`src/rtl/branch_resolve_unit.sv`:
```
// -----------------------------------------------------------------------------
// branch_resolve_unit
//   ID-stage branch resolution with operand forwarding, load-use stall,
//   six MIPS branch conditions, a 2-bit saturating branch history table for
//   IF-stage prediction, and a registered redirect on misprediction.
//
// Ports
//   clk, rst                      clock, asynchronous active-high reset
//   if_pc / pred_taken            IF-stage BHT lookup (combinational)
//   br_valid, br_op, br_pred      branch in ID, condition code, IF prediction
//   br_pc, br_target              branch PC and taken target
//   read_data1/2                  register-file operands
//   ex_alu_out, mem_alu_out,      forwarding sources and their validity
//   wb_data, ex_ready, mem_ready
//   fwd_rs, fwd_rt                operand selects (00 RF, 01 MEM, 10 EX, 11 WB)
//   stall                         combinational hold of IF/ID
//   resolve_valid, taken,         registered resolution results
//   redirect, redirect_pc
//   branch_cnt, mispredict_cnt    free-running statistics counters
// -----------------------------------------------------------------------------
module branch_resolve_unit #(
    parameter int WIDTH     = 32,
    parameter int PC_W      = 32,
    parameter int BHT_DEPTH = 16
) (
    input  logic              clk,
    input  logic              rst,
    input  logic [PC_W-1:0]   if_pc,
    output logic              pred_taken,
    input  logic              br_valid,
    input  logic [2:0]        br_op,
    input  logic              br_pred,
    input  logic [PC_W-1:0]   br_pc,
    input  logic [PC_W-1:0]   br_target,
    input  logic [WIDTH-1:0]  read_data1,
    input  logic [WIDTH-1:0]  read_data2,
    input  logic [WIDTH-1:0]  ex_alu_out,
    input  logic [WIDTH-1:0]  mem_alu_out,
    input  logic [WIDTH-1:0]  wb_data,
    input  logic              ex_ready,
    input  logic              mem_ready,
    input  logic [1:0]        fwd_rs,
    input  logic [1:0]        fwd_rt,
    output logic              stall,
    output logic              resolve_valid,
    output logic              taken,
    output logic              redirect,
    output logic [PC_W-1:0]   redirect_pc,
    output logic [31:0]       branch_cnt,
    output logic [31:0]       mispredict_cnt
);

    localparam int IDX_W = $clog2(BHT_DEPTH);

    localparam logic [0:0] ST_IDLE = 1'b0;
    localparam logic [0:0] ST_WAIT = 1'b1;

    localparam logic [2:0] OP_BEQ  = 3'b000;
    localparam logic [2:0] OP_BNE  = 3'b001;
    localparam logic [2:0] OP_BLEZ = 3'b010;
    localparam logic [2:0] OP_BGTZ = 3'b011;
    localparam logic [2:0] OP_BLTZ = 3'b100;
    localparam logic [2:0] OP_BGEZ = 3'b101;

    // Saturating 2-bit counter step (00..11).
    function automatic logic [1:0] sat_step(input logic [1:0] ctr, input logic up);
        logic [1:0] res;
        if (up) begin
            res = (ctr == 2'b11) ? ctr : ctr + 2'b01;
        end else begin
            res = (ctr == 2'b00) ? ctr : ctr - 2'b01;
        end
        return res;
    endfunction

    logic [0:0]        state_q, state_d;
    logic [1:0]        bht_q [BHT_DEPTH];
    logic              resolve_valid_q, resolve_valid_d;
    logic              taken_q, taken_d;
    logic              redirect_q, redirect_d;
    logic [PC_W-1:0]   redirect_pc_q, redirect_pc_d;
    logic [31:0]       branch_cnt_q, branch_cnt_d;
    logic [31:0]       mispredict_cnt_q, mispredict_cnt_d;

    logic [WIDTH-1:0]  num1_s, num2_s;
    logic              rs_ready_s, rt_ready_s, uses_rt_s, ops_ready_s;
    logic              cond_s, num1_zero_s, resolve_s;
    logic [IDX_W-1:0]  upd_idx_s;
    logic              unused_pc_bits_s;

    assign unused_pc_bits_s = ^{if_pc[PC_W-1:IDX_W+2], if_pc[1:0],
                                br_pc[PC_W-1:IDX_W+2], br_pc[1:0]};

    // Operand forwarding muxes and per-operand readiness.
    always_comb begin
        num1_s     = read_data1;
        num2_s     = read_data2;
        rs_ready_s = 1'b1;
        rt_ready_s = 1'b1;
        case (fwd_rs)
            2'b00:   num1_s = read_data1;
            2'b01:   begin num1_s = mem_alu_out; rs_ready_s = mem_ready; end
            2'b10:   begin num1_s = ex_alu_out;  rs_ready_s = ex_ready;  end
            2'b11:   num1_s = wb_data;
            default: num1_s = read_data1;
        endcase
        case (fwd_rt)
            2'b00:   num2_s = read_data2;
            2'b01:   begin num2_s = mem_alu_out; rt_ready_s = mem_ready; end
            2'b10:   begin num2_s = ex_alu_out;  rt_ready_s = ex_ready;  end
            2'b11:   num2_s = wb_data;
            default: num2_s = read_data2;
        endcase
    end

    // Only beq/bne compare two registers; the rest look at num1 alone.
    assign uses_rt_s   = (br_op == OP_BEQ) || (br_op == OP_BNE);
    assign ops_ready_s = rs_ready_s && (rt_ready_s || !uses_rt_s);
    assign stall       = br_valid && !ops_ready_s;
    assign resolve_s   = br_valid && ops_ready_s;
    assign num1_zero_s = (num1_s == {WIDTH{1'b0}});
    assign upd_idx_s   = br_pc[IDX_W+1:2];

    // Branch condition evaluation; unused encodings resolve not taken.
    always_comb begin
        cond_s = 1'b0;
        case (br_op)
            OP_BEQ:  cond_s = (num1_s == num2_s);
            OP_BNE:  cond_s = (num1_s != num2_s);
            OP_BLEZ: cond_s = num1_s[WIDTH-1] || num1_zero_s;
            OP_BGTZ: cond_s = !num1_s[WIDTH-1] && !num1_zero_s;
            OP_BLTZ: cond_s = num1_s[WIDTH-1];
            OP_BGEZ: cond_s = !num1_s[WIDTH-1];
            default: cond_s = 1'b0;
        endcase
    end

    // Pending-branch FSM; a dropped br_valid in WAIT means ID was flushed.
    always_comb begin
        state_d = state_q;
        case (state_q)
            ST_IDLE: state_d = stall ? ST_WAIT : ST_IDLE;
            ST_WAIT: begin
                if (!br_valid || ops_ready_s) begin
                    state_d = ST_IDLE;
                end else begin
                    state_d = ST_WAIT;
                end
            end
            default: state_d = ST_IDLE;
        endcase
    end

    // Next values of the resolution outputs and statistics counters.
    always_comb begin
        resolve_valid_d  = 1'b0;
        redirect_d       = 1'b0;
        taken_d          = taken_q;
        redirect_pc_d    = redirect_pc_q;
        branch_cnt_d     = branch_cnt_q;
        mispredict_cnt_d = mispredict_cnt_q;
        if (resolve_s) begin
            resolve_valid_d = 1'b1;
            taken_d         = cond_s;
            redirect_d      = cond_s ^ br_pred;
            redirect_pc_d   = cond_s ? br_target
                                     : br_pc + {{(PC_W-3){1'b0}}, 3'b100};
            branch_cnt_d    = branch_cnt_q + 32'd1;
            if (cond_s ^ br_pred) begin
                mispredict_cnt_d = mispredict_cnt_q + 32'd1;
            end else begin
                mispredict_cnt_d = mispredict_cnt_q;
            end
        end else begin
            resolve_valid_d = 1'b0;
        end
    end

    // State, output and counter registers.
    always_ff @(posedge clk or posedge rst) begin
        if (rst) begin
            state_q          <= ST_IDLE;
            resolve_valid_q  <= 1'b0;
            taken_q          <= 1'b0;
            redirect_q       <= 1'b0;
            redirect_pc_q    <= {PC_W{1'b0}};
            branch_cnt_q     <= 32'd0;
            mispredict_cnt_q <= 32'd0;
        end else begin
            state_q          <= state_d;
            resolve_valid_q  <= resolve_valid_d;
            taken_q          <= taken_d;
            redirect_q       <= redirect_d;
            redirect_pc_q    <= redirect_pc_d;
            branch_cnt_q     <= branch_cnt_d;
            mispredict_cnt_q <= mispredict_cnt_d;
        end
    end

    // BHT: reset to weakly-not-taken, trained on every resolve.
    always_ff @(posedge clk or posedge rst) begin
        if (rst) begin
            for (int i = 0; i < BHT_DEPTH; i++) begin
                bht_q[i] <= 2'b01;
            end
        end else if (resolve_s) begin
            bht_q[upd_idx_s] <= sat_step(bht_q[upd_idx_s], cond_s);
        end else begin
            bht_q[upd_idx_s] <= bht_q[upd_idx_s];
        end
    end

    // Lookup reads the registered table, so a same-cycle update is not seen.
    assign pred_taken     = bht_q[if_pc[IDX_W+1:2]][1];

    assign resolve_valid  = resolve_valid_q;
    assign taken          = taken_q;
    assign redirect       = redirect_q;
    assign redirect_pc    = redirect_pc_q;
    assign branch_cnt     = branch_cnt_q;
    assign mispredict_cnt = mispredict_cnt_q;

endmodule

```
`config.mk`:
```
export PLATFORM = sky130hd
export DESIGN_NAME = branch_resolve_unit
export DESIGN_NICKNAME = d
export VERILOG_FILES = /design/src/rtl/branch_resolve_unit.sv
export SDC_FILE = /design/constraint.sdc
export NUM_CORES = 1
export LEC_CHECK = 0
export ABC_AREA = 1
export CAP_MARGIN = 40
export CORE_MARGIN = 5
export CORE_UTILIZATION = 30
export DETAILED_ROUTE_END_ITERATION = 6
export GPL_TIMING_DRIVEN = 0
export PLACE_DENSITY = 0.58
export SYNTH_ARGS = -nofsm -noshare
export SYNTH_HDL_FRONTEND = slang
export SYNTH_SLANG_ARGS = --single-unit
```
`constraint.sdc`:
```
create_clock -name clk -period 6.38 [get_ports clk]
set_clock_uncertainty 0.2 [all_clocks]
set_input_delay 1.595 -clock clk [delete_from_list [all_inputs] [get_ports clk]]
set_output_delay 1.595 -clock clk [all_outputs]
set_load 0.02 [all_outputs]
```
=== Word level (Yosys, flattened, before mapping) ===
Cells that the tools add are included.

* Magnitude comparators: 3
* Bitwise logic cells: 3
* Add/sub/neg operators: 5
* Eq/ne operators: 14
* Mux-type cells: 23
* Reduce and logical (&&, ||, !) cells: 18

{| class="wikitable"
|+ Operator list
! cell !! count
|-
| 32-bit one-hot mux with 4 select lines || 2
|-
| 32-bit by 1-bit adder with 32-bit output, second input constant || 2
|-
| 32-bit bitwise mux || 2
|-
| 32-bit 2-to-1 mux || 2
|-
| 32-bit by 3-bit adder with 32-bit output, second input constant || 1
|-
| 32-bit equality test || 1
|-
| 32-bit zero test || 1
|-
| 32-bit != test || 1
|-
| 2-bit 2-to-1 mux || 9
|-
| 2-bit binary-select mux with 4-bit select || 2
|-
| 2-bit equality test, second input constant || 5
|-
| 5-bit greater-or-equal comparator, second input constant || 2
|-
| 4-bit NOT with 5-bit output || 2
|-
| 2-bit demux with 4-bit select || 1
|-
| 3-bit by 2-bit equality test with 1-bit output, second input constant || 2
|-
| 3-bit equality test, second input constant || 2
|-
| 2-bit zero test || 3
|-
| 1-bit one-hot mux with 6 select lines || 1
|-
| 1-bit logical AND || 5
|-
| 5-bit by 1-bit less-than comparator with 1-bit output, second input constant || 1
|-
| 2-bit by 1-bit equality test with 1-bit output, second input constant || 2
|-
| 1-bit zero test || 4
|-
| 1-bit one-hot mux with 2 select lines || 2
|-
| 3-bit by 1-bit equality test with 1-bit output, second input constant || 1
|-
| 7 further kinds || 10
|}

* Bits of input ports: 269
* Output and inout port bits: 101
* Flip-flop bits (word level): 131
* Logic and storage cells: 88

=== Depth between registers and ports, before layout ===
Gate-level depths: netlist of the first run.

* Depth after elaboration: 10
* Mapped depth: 25
* Mapped depth without buffers: 21

=== Least setup slack after synthesis of the first run ===
Ideal clock, no wire load.

* Path kind: input-to-output
* From: in if_pc[2]
* To: out pred_taken
* Stages: 4
* Path buffers: 1
* Slack: 1.842 ns
* Arrival: 2.743 ns
* Cell sequence: buf_1 -> mux2i_1 -> o211a_1 -> o31ai_1

* Longest elaborated chain between the ends: 4

{| class="wikitable"
|+ RTL lines
! what !! RTL line !! source
|-
| from (decl) || 28 || <nowiki>input logic [PC_W-1:0] if_pc,</nowiki>
|-
| 4-bit NOT with 5-bit output (not written as such) || 214 || <nowiki>assign pred_taken = bht_q[if_pc[IDX_W+1:2]][1];</nowiki>
|-
| 2-bit binary-select mux with 4-bit select || 214 ||
|-
| 2-bit 2-to-1 mux (not written as such) (2 in a row) || 214 ||
|-
| to (decl) || 29 || <nowiki>output logic pred_taken,</nowiki>
|}

Every way passes these cells. The select of a mux whose other input is x is not followed.

=== Worst setup path after layout of the first run ===
* From: in fwd_rt[0]
* To: out stall

* Longest elaborated chain between the ends: 6
* Elaborated cells on any way between the ends: 7
* Classes of those cells: 2 x eq/ne; 1 x mux; 4 x reduce/logical

{| class="wikitable"
|+ RTL lines
! what !! RTL line !! source
|-
| from (decl) || 43 || <nowiki>input logic [1:0] fwd_rt,</nowiki>
|-
| 2-bit equality test or 2-bit by 1-bit equality test with 1-bit output (tied branches) || 107 || <nowiki>case (fwd_rt)</nowiki>
|-
| 1-bit one-hot mux with 2 select lines (*) || 107 ||
|-
| 1-bit logical OR (*) || 118 || <nowiki>assign ops_ready_s = rs_ready_s && (rt_ready_s || !uses_rt_s);</nowiki>
|-
| 1-bit logical AND (*) || 118 ||
|-
| 1-bit zero test (*) || 119 || <nowiki>assign stall = br_valid && !ops_ready_s;</nowiki>
|-
| 1-bit logical AND (*) || 119 ||
|-
| to (decl) || 44 || <nowiki>output logic stall,</nowiki>
|}

Mark *: on every way between the ends. The rest lies on a longest branch, timed or not.

==> impl_metrics.yaml, run 1 <==
yosys:
  seq_area_frac_synth: 0.2986
  synth_flop_cell: "dfrtp_1"
  synth_top_cells_by_area: "nand2_1, dfrtp_1, nor2_1"
  synth_cells: 1847
  synth_top_area_share: 0.2726
  synth_top_cell_by_area: "nand2_1"
  synth_edf_count: 0
  synthArstFlopShare: 1.000
  yosys-top-cells-count: "nand2_1, nor2_1, dfrtp_1"
  netlist_area_mm2: 0.01104
  syn_area_per_cell_um2: 5.980
  ys_seq_elements: 131
  synth_warnings: 0
  synthesis.nets: 2130
  yosysMostFrequentCell: "nand2_1"
  ys_types: 37
global_routing:
  use_met3: 0.03417
  met1_usage: 0.3171
  grt_busiest_layer: "met2"
  track_usage: 0.2279
  grt-ovfl-total: 0
  grtUsageMet2: 0.3651
  grt_max_degree: 79
  first_global_vias: 12610
  antenna_found_initial: 9
  grt_pass1_wl_mm: 73.39
place:
  place_inst: 2657
  pre_cts_ws_ps: 763.5
  hpwl_mm: 38.33
  gp_congestion: 0.9446
  post_dp_cell_area_mm2: 0.01508
  numPortBuffers: 341
sta:
  min_period_ps: 5609
  setup_slack_ps: 771.4
  hold-worst-slack_ps: 267.0
  slew_headroom: 0.4602
  rsz0062_at_grt: "no"
  finalHoldViolations: 0
  setup_tns_ps: 0
  post-route-period-util: 0.8791
  drv_slew: 0
  setup-violations-final: 0
  fmax_mhz: 178.3
  tightestPinTransition_ps: 809.7
floorplan:
  die_x_um: 201.9
  core-area_mm2: 0.03643
  row_count: 70
  io_pins: 370
  start_util: 0.3031
  dieArea_mm2: 0.04075
  die_h_um: 201.9
routing:
  wl_per_cell_um: 17.74
  num_vias: 13220
  final_antenna_net_count: 0
  firstDrtPassIters: 5
  drt_iter0_drc: 906
  viasPerCell: 4.900
  routed_wl_mm: 47.85
  drc: 0
power_and_ir_drop:
  p_per_area_mw_per_mm2: 212.3
  p_leak_nw: 7.695
  ir_worst_vdd_mv: 0.2011
  p_total_mw: 3.341
setup_path:
  startpoint_type: "input pin"
  worstSetupPathType: "input pin to primary output"
  crit_fanout: 10
  worstSetupEndpointType: "primary output"
  arrival_ps: 3810
  crit_start: "fwd_rt[0]"
  cp.required_ps: 4590
  timing.rr.start: "branch_cnt[0]$_DFFE_PP0P_"
  reg2regPathDepth: 17
cts:
  insertion_delay_ps: 430
  cts_tree: "done"
  postCtsHoldBufs: 0
  cts.htree.levels: 4
  clock_path_buffers: 2
  cts_resized: 0
  post_cts_buffers: 0
  cts-root-buf: "clkbuf_16"
  clock_sinks: 131
  cts_buffers: 17
  clkTransAtPathRegs_ps: 60
cells_and_area:
  layout.nets: 2491
  fin_area_mm2: 0.01574
  area_growth_pct: 42.47
  fin_cells: 2697
  drive_above_1_share: 0.05541
  utilization: 0.4319
  fillers: 3775
min_path:
  min-delay-start: "bht_q[12]$_DFFE_PP1P_"
  hp-class: "register to register"
  hold_depth: 2
flow_run:
  drv_cap: 0
outcome:
  run_status: "finished, final reports clean"
layout by cell type (no fill, tap or decap), types with 18 or more instances in the layout:
cell type and n:
a21oi_1 18, xnor2_1 30, dfrtp_1 115, nand4_1 25
nor2_1 347, nand3_1 64, o21bai_1 33, nor3_1 31
nand2_1 802, xor2_1 45, clkdlybuf4s50_1 341, o21ai_0 65
inv_1 97, buf_2 32
power breakdown:
part | internal, mW | switching (mW) | total [mW] | leakage (nW)
clock network | 0.671 | 0.418 | 1.09 | 0.314
registers | 0.983 | 0.107 | 1.09 | 1.67
logic | 0.496 | 0.665 | 1.16 | 5.71
cells by family after synthesis:
logic type / count (synthesis) / synth area share
AND/OR/NAND/NOR: 1293 / 0.4619
buffers and inverters: 173 / 0.07284
AO/OA/AOI/OAI: 157 / 0.08769
flip-flops: 131 / 0.2986
XOR/XNOR: 75 / 0.05948
adder cells (fa/ha/maj): 14 / 0.01586
multiplexers: 4 / 0.003625
sequential cells by signal (all words and copies together), names as in the netlist:
signal	cells
bht_q	32
branch_cnt	32
redirect_pc	32
redirect	1
mispredict_cnt	32
resolve_valid	1
taken	1
critical path, cell delays in order:
cell and delay [ps]:
clkdlybuf4s50_1 520, inv_1 80, ha_1 190, buf_2 180
buf_4 210, nand2_1 70, nand4_1 130, a21oi_1 170
clkdlybuf4s50_1 650
path summary, 6_finish.rpt:
check | slack (ps) | end
max | 770 | stall
min | 270 | bht_q[12]$_DFFE_PP1P_
max reg2reg | 3320 | branch_cnt[30]$_DFFE_PP0P_
min reg2reg | 270 | bht_q[12]$_DFFE_PP1P_
max in group asynchronous | 3660 | bht_q[18]$_DFFE_PP1P_
min in group asynchronous | 1500 | mispredict_cnt[8]$_DFFE_PP0P_
metal layers:
metal  part of all wire  vias up
met1               0.46     6194
li1                   -     6530
met4              0.027        2
met5            0.00025        -
met3              0.056       69
met2               0.46      420
cell type report:
cell class                 instances  area [um2]  share of cell area
inverter                         105       401.6             0.02552
clock buffer                      18       439.2             0.02791
sequential                       131        3298              0.2096
multi-input combinational       1543        6942              0.4412
clock inverter                    13       197.7             0.01256
timing repair buffer             342        3441              0.2187
tap                              468       585.6             0.03721
buffer                            68       407.9             0.02592
antenna                            9       22.52            0.001431
(Power assumes the default switching activity.)
==> run 2, diff against run 1 <==
--- a/config.mk
+++ b/config.mk
@@ -9,6 +9,7 @@
 export CAP_MARGIN = 40
 export CORE_MARGIN = 5
 export CORE_UTILIZATION = 30
+export CTS_BUF_LIST = sky130_fd_sc_hd__clkbuf_8
 export DETAILED_ROUTE_END_ITERATION = 6
 export GPL_TIMING_DRIVEN = 0
 export PLACE_DENSITY = 0.58
==> run 2 against run 1 <==
  * Via count rose by 0.17%
  * Utilization fell by 0.53 points
  * Hold slack improved by 3.0 ps
  * Global-route usage fell by 0.12 points
  * Maximum frequency fell by 0.40%
  * Total power fell by 7.8%
==> impl_metrics.yaml, run 2 (synthesis results as in run 1) <==
cells_and_area:
  utilization: 0.4266
  final_common_cell: "nand2_1"
  layout.nets: 2491
  fin_cells: 2697
  layout_common_cells: "nand2_1, nor2_1, clkdlybuf4s50_1"
  area_growth_pct: 40.74
  drive_above_1_share: 0.05541
cts:
  postCtsHoldBufs: 0
  clock_path_buffers: 2
  clock_sinks: 131
  clkTransAtPathRegs_ps: 80
  cts_resized: 0
  insertion_delay_ps: 480
  cts_tree: "done"
  cts_buffers: 17
  cts-root-buf: "clkbuf_8"
  post_cts_buffers: 0
  cts.htree.levels: 4
setup_path:
  reg2reg_to: "branch_cnt[30]$_DFFE_PP0P_"
  reg2regPathDepth: 17
  path_common_cell: "clkdlybuf4s50_1"
  startpoint_type: "input pin"
  crit_chain: "clkdlybuf4s50_1 -> inv_1 -> ha_1 -> buf_2 -> buf_4 -> nand2_1 -> nand4_1 -> a21oi_1 -> clkdlybuf4s50_1"
  crit_fanout: 10
  path_buf_inv: 5
  timing.rr.start: "branch_cnt[0]$_DFFE_PP0P_"
  arrival_ps: 3840
  cp.required_ps: 4590
  worstSetupPathType: "input pin to primary output"
  critPathMaxStageDelay_ps: 660
  cp_top_family: "buffers and inverters"
  slowest_stage: "clkdlybuf4s50_1"
  r2r_slack_ps: 3330
  worstSetupEndpointType: "primary output"
place:
  place_inst: 2657
  gp_congestion: 0.9446
  numPortBuffers: 341
  pre_cts_ws_ps: 763.5
  hpwl_mm: 38.33
global_routing:
  first_global_vias: 12570
  track_usage: 0.2268
  grt_max_degree: 79
  grt_pass1_wl_mm: 72.99
  grt-ovfl-total: 0
  antenna_found_initial: 10
floorplan:
  io_pins: 370
  core-area_mm2: 0.03643
  die_h_um: 201.9
  start_util: 0.3031
  row_count: 70
  die_x_um: 201.9
  dieArea_mm2: 0.04075
sta:
  setup_slack_ps: 749.0
  setup-violations-final: 0
  tightestPinTransition_ps: 795.1
  min_period_ps: 5631
  slew_headroom: 0.4699
  fmax_mhz: 177.6
  hold-worst-slack_ps: 270.1
  post-route-period-util: 0.8826
  drv_slew: 0
  finalHoldViolations: 0
  rsz0062_at_grt: "no"
routing:
  num_vias: 13240
  wl_per_cell_um: 17.72
  drc: 0
  routed_wl_mm: 47.78
  firstDrtPassIters: 5
  final_antenna_net_count: 0
  drt_iter0_drc: 971
  viasPerCell: 4.908
flow_run:
  drv_cap: 0
min_path:
  min-delay-start: "bht_q[24]$_DFFE_PP1P_"
  hold_depth: 2
  hp-class: "register to register"
  worstHoldEndpoint: "bht_q[24]$_DFFE_PP1P_"
power_and_ir_drop:
  p_total_mw: 3.081
  p_per_area_mw_per_mm2: 198.2
  p_leak_nw: 7.608
  ir_worst_vdd_mv: 0.1576
outcome:
  run_status: "finished, final reports clean"
## run 2: cell types whose count changed in the layout (fill, tap and decap cells not counted)
cell,change
clkbuf_16,-17
clkbuf_8,+17
## run 2: area by class of cell
type	count	area, um2
Antenna cell	9	22.52
Timing Repair Buffer	342	3441
Multi-Input combinational cell	1543	6942
Sequential cell	131	3298
Fill cell	3805	20890
Tap cell	468	585.6
Buffer	68	407.9
Clock inverter	13	197.7
Inverter	105	401.6
Clock buffer	18	247.7
## run 2: through the flow
stage | cell area (um2) | TNS (ps)
floorplan | 11040 | 0
global placement | 15040 | -120190
detailed placement | 15080 | 0
CTS | 15520 | 0
global route | 15540 | 0
finish | 15540 | 0
## run 2: how the worst max path moves through the flow
stage,from,endpoint,slack (ps),cells after the start
floorplan,rst,bht_q[11]$_DFFE_PP0P_,1110,1
global placement,rst,bht_q[17]$_DFFE_PP0P_,-1060,2
detailed placement,fwd_rt[0],stall,760,9
CTS,fwd_rt[0],stall,760,9
global route,fwd_rt[0],stall,620,9
finish,fwd_rt[0],stall,750,9
## run 2: per-layer routing
layer | GRT usage | share of wire | vias up
li1 | - | - | 6523
met5 | 0 | 0.00025 | -
met3 | 0.03369 | 0.057 | 75
met2 | 0.3638 | 0.46 | 467
met1 | 0.3150 | 0.46 | 6171
met4 | 0.07202 | 0.028 | 2
## run 2: worst register-to-register path, delay by kind of cell, from the launching register on
family / cells / cell delay, ps
flip-flops: 1 / 420
AND/OR/NAND/NOR: 16 / 2110
adder cells (fa/ha/maj): 1 / 200
## run 2: power by group
part | internal (mW) | leakage (nW) | switching [mW]
sequential | 0.982 | 1.67 | 0.107
combinational | 0.496 | 5.71 | 0.667
clock | 0.443 | 0.226 | 0.386
==> run 3, diff against run 2 <==
--- a/config.mk
+++ b/config.mk
@@ -5,14 +5,13 @@
 export SDC_FILE = /design/constraint.sdc
 export NUM_CORES = 1
 export LEC_CHECK = 0
-export ABC_AREA = 1
 export CAP_MARGIN = 40
 export CORE_MARGIN = 5
 export CORE_UTILIZATION = 30
 export CTS_BUF_LIST = sky130_fd_sc_hd__clkbuf_8
 export DETAILED_ROUTE_END_ITERATION = 6
 export GPL_TIMING_DRIVEN = 0
-export PLACE_DENSITY = 0.58
+export PLACE_DENSITY = 0.61
 export SYNTH_ARGS = -nofsm -noshare
 export SYNTH_HDL_FRONTEND = slang
 export SYNTH_SLANG_ARGS = --single-unit
==> run 3 against run 2 <==
  * The run now ends with design-rule violations left
  * Hold slack lost 5.3 ps
  * Cell count shrank 36%
  * Via count shrank 33%
  * Clock power shrank 4.3%
  * Wire length shrank 26%
  * Critical endpoint is now bht_q[4]$_DFFE_PP1P_
  * Critical path depth grew 5
  * Die area shrank 19%
  * Maximum frequency shrank 5.4%
  * Final area shrank 15%
  * Synthesized cell count shrank 48%
  * Clock-buffer cell count shrank 1
==> impl_metrics.yaml, run 3 <==
global_routing:
  track_usage: 0.2027
  antenna_found_initial: 2
  grt-ovfl-total: 0
  grt_max_degree: 71
  first_global_vias: 9155
  grt_pass1_wl_mm: 53.30
sta:
  drv_slew: 0
  slew_headroom: 0.5123
  rsz0062_at_grt: "no"
  finalHoldViolations: 0
  hold-worst-slack_ps: 264.8
  fmax_mhz: 167.9
  setup_slack_ps: 425.6
  setup_tns_ps: 0
  tightestPinTransition_ps: 724.9
  setup-violations-final: 0
  min_period_ps: 5954
  post-route-period-util: 0.9333
place:
  numPortBuffers: 341
  pre_cts_ws_ps: -121.8
  post_dp_cell_area_mm2: 0.01282
  hpwl_mm: 27.82
  gp_congestion: 0.8812
cells_and_area:
  final_common_cell: "clkdlybuf4s50_1"
  fin_area_mm2: 0.01326
  utilization: 0.4511
  area_growth_pct: 49.29
  layout.nets: 1601
  fillers: 2840
  drive_above_1_share: 0.08490
  layout_common_cells: "clkdlybuf4s50_1, nand2_1, dfrtp_1"
yosys:
  synth_compound_area_frac: 0.1351
  yosysMostFrequentCell: "nand2_1"
  synth_flop_cell: "dfrtp_1"
  ys_seq_elements: 131
  synthArstFlopShare: 1.000
  synthXorXnorAreaFrac: 0.1270
  synthMuxAreaShare: 0.1214
  synth_top_family_by_area: "simple AND/OR/NAND/NOR gates"
  synth_top_cells_by_area: "dfrtp_1, mux2i_1, xnor2_1"
  synth_cells: 957
  synth_top_area_share: 0.3239
  ys_types: 44
  seq_area_frac_synth: 0.3712
  yosys-top-cells-count: "nand2_1, dfrtp_1, xnor2_1"
  synth_top_cell_by_area: "dfrtp_1"
  synth_warnings: 0
  yosys.area_share.simple: 0.1618
  synthAdderAreaFrac: 0.01972
  synth_edf_count: 0
  synthesis.nets: 1240
  netlist_area_mm2: 0.008885
  syn_area_per_cell_um2: 9.284
setup_path:
  slowest_stage: "clkdlybuf4s50_1"
  critPathMaxStageDelay_ps: 520
  worstSetupEndpointType: "register"
  path_common_cell: "o21ai_1"
  crit_chain: "clkdlybuf4s50_1 -> ha_1 -> clkbuf_1 -> a222oi_1 -> mux2i_1 -> xnor2_1 -> nand4_1 -> nor4_1 -> a21oi_1 -> nor3_2 -> o21ai_1 -> a21oi_2 -> buf_2 -> o21ai_1"
  startpoint_type: "input pin"
  cp.required_ps: 6530
  arrival_ps: 6110
  worstSetupPathType: "input pin to register"
  crit_fanout: 10
floorplan:
  core-area_mm2: 0.02940
  start_util: 0.3022
  row_count: 63
  die_h_um: 182.1
  dieArea_mm2: 0.03316
  die_x_um: 182.1
  io_pins: 370
power_and_ir_drop:
  comb_power_share: 0.354
  p_per_area_mw_per_mm2: 221.8
  share_seq_of_total_power: 0.377
  p_sw_frac: 0.3388
  ir_worst_vdd_mv: 0.1537
  internal_power_mw: 1.946
  p_switching_uw: 996.9
  clockPowerShare: 0.269
  p_leak_nw: 5.508
routing:
  num_vias: 8895
  drt_iter0_drc: 931
  routed_wl_mm: 35.25
  wl_per_cell_um: 20.46
  final_antenna_net_count: 0
  drc: 1
  firstDrtPassIters: 7
  viasPerCell: 5.163
cts:
  clock_path_buffers: 2
  insertion_delay_ps: 440
  cts.htree.levels: 4
  cts_tree: "done"
  cts_resized: 0
  clock_sinks: 131
  clkTransAtPathRegs_ps: 70
  cts-root-buf: "clkbuf_8"
  postCtsHoldBufs: 0
  cts_buffers: 17
  post_cts_buffers: 0
flow_run:
  drv_cap: 0
outcome:
  violations: "design-rule violations"
  run_status: "finished, violations left"
min_path:
  hp-class: "register to register"
## run 3: changes by cell type after synthesis, moves of 29 or more
cell / before / now
nor2_1: 347 / 18
nand2_1: 802 / 139
o21ai_1: 15 / 48
o21bai_1: 33 / 0
mux2i_1: 4 / 74
xnor2_1: 30 / 84
a222oi_1: 0 / 64
nor3_1: 31 / 2
## run 3: logic make-up (layout without fill, tap and decap cells)
logic type / count (synthesis) / in the layout
AO/OA/AOI/OAI: 171 / 171
buffers and inverters: 135 / 509
other: 0 / 2
multiplexers: 90 / 90
XOR/XNOR: 122 / 122
adder cells (fa/ha/maj): 14 / 14
AND/OR/NAND/NOR: 294 / 294
flip-flops: 131 / 131
## run 3: layout make-up
| type | instances | area (um2) | area share |
|---|---|---|---|
| well taps | 390 | 488.0 | 0.03679 |
| multi-input cells | 691 | 5020 | 0.3785 |
| flip-flops and latches | 131 | 3298 | 0.2487 |
| inverters | 78 | 297.8 | 0.02245 |
| clock buffers | 17 | 234.0 | 0.01764 |
| plain buffers | 57 | 274.0 | 0.02066 |
| clock inverters | 15 | 206.4 | 0.01556 |
| repair buffers | 342 | 3441 | 0.2594 |
| diodes | 2 | 5.005 | 0.0003773 |
## run 3: worst max-delay path: cells and delay by family
family	cells	cell delay, ps
adders and majority gates	1	280
AOI/OAI and AO/OA	5	1030
buffers and inverters	3	1360
and+or+nand+nor	3	1120
muxes	1	500
xor gates and xnor gates	1	180
## run 3: worst paths after layout
check                           slack, ps                          to                       from  cells after the start
worst max-delay path                  430        bht_q[4]$_DFFE_PP1P_                  fwd_rs[0]                     14
worst min-delay path                  260        bht_q[4]$_DFFE_PP1P_       bht_q[4]$_DFFE_PP1P_                      2
worst max register to register       3560  branch_cnt[30]$_DFFE_PP0P_  branch_cnt[0]$_DFFE_PP0P_                      9
worst min register to register        260        bht_q[4]$_DFFE_PP1P_       bht_q[4]$_DFFE_PP1P_                      2
max in group asynchronous            3760        bht_q[4]$_DFFE_PP1P_                        rst                      3
min in group asynchronous            1410   branch_cnt[2]$_DFFE_PP0P_                        rst                      2
## run 3: power groups by stage
stage               clock network, mW  logic [mW]  registers (mW)
global placement                    0        1.03            1.12
CTS                             0.822        1.04            1.11
global route                    0.850        1.12            1.13
floorplan                           0       0.437            1.20
finish                          0.793        1.04            1.11
detailed placement                  0        1.04            1.12
## run 3: metrics by stage
stage	total power [mW]	cells
global route	3.103	1723
finish	2.943	1723
floorplan	1.641	957
global placement	2.147	1688
detailed placement	2.160	1689
CTS	2.976	1721
## run 3: per-layer routing
layer  wire (um)  vias to the layer above  track usage  share of wire
met1       14350                     4289       0.2473           0.41
met2       17450                      392       0.3526           0.49
met3        2309                       49      0.04106          0.066
li1            -                     4165            -              -
met5           0                        -            0              0
met4        1143                        0      0.07715          0.032
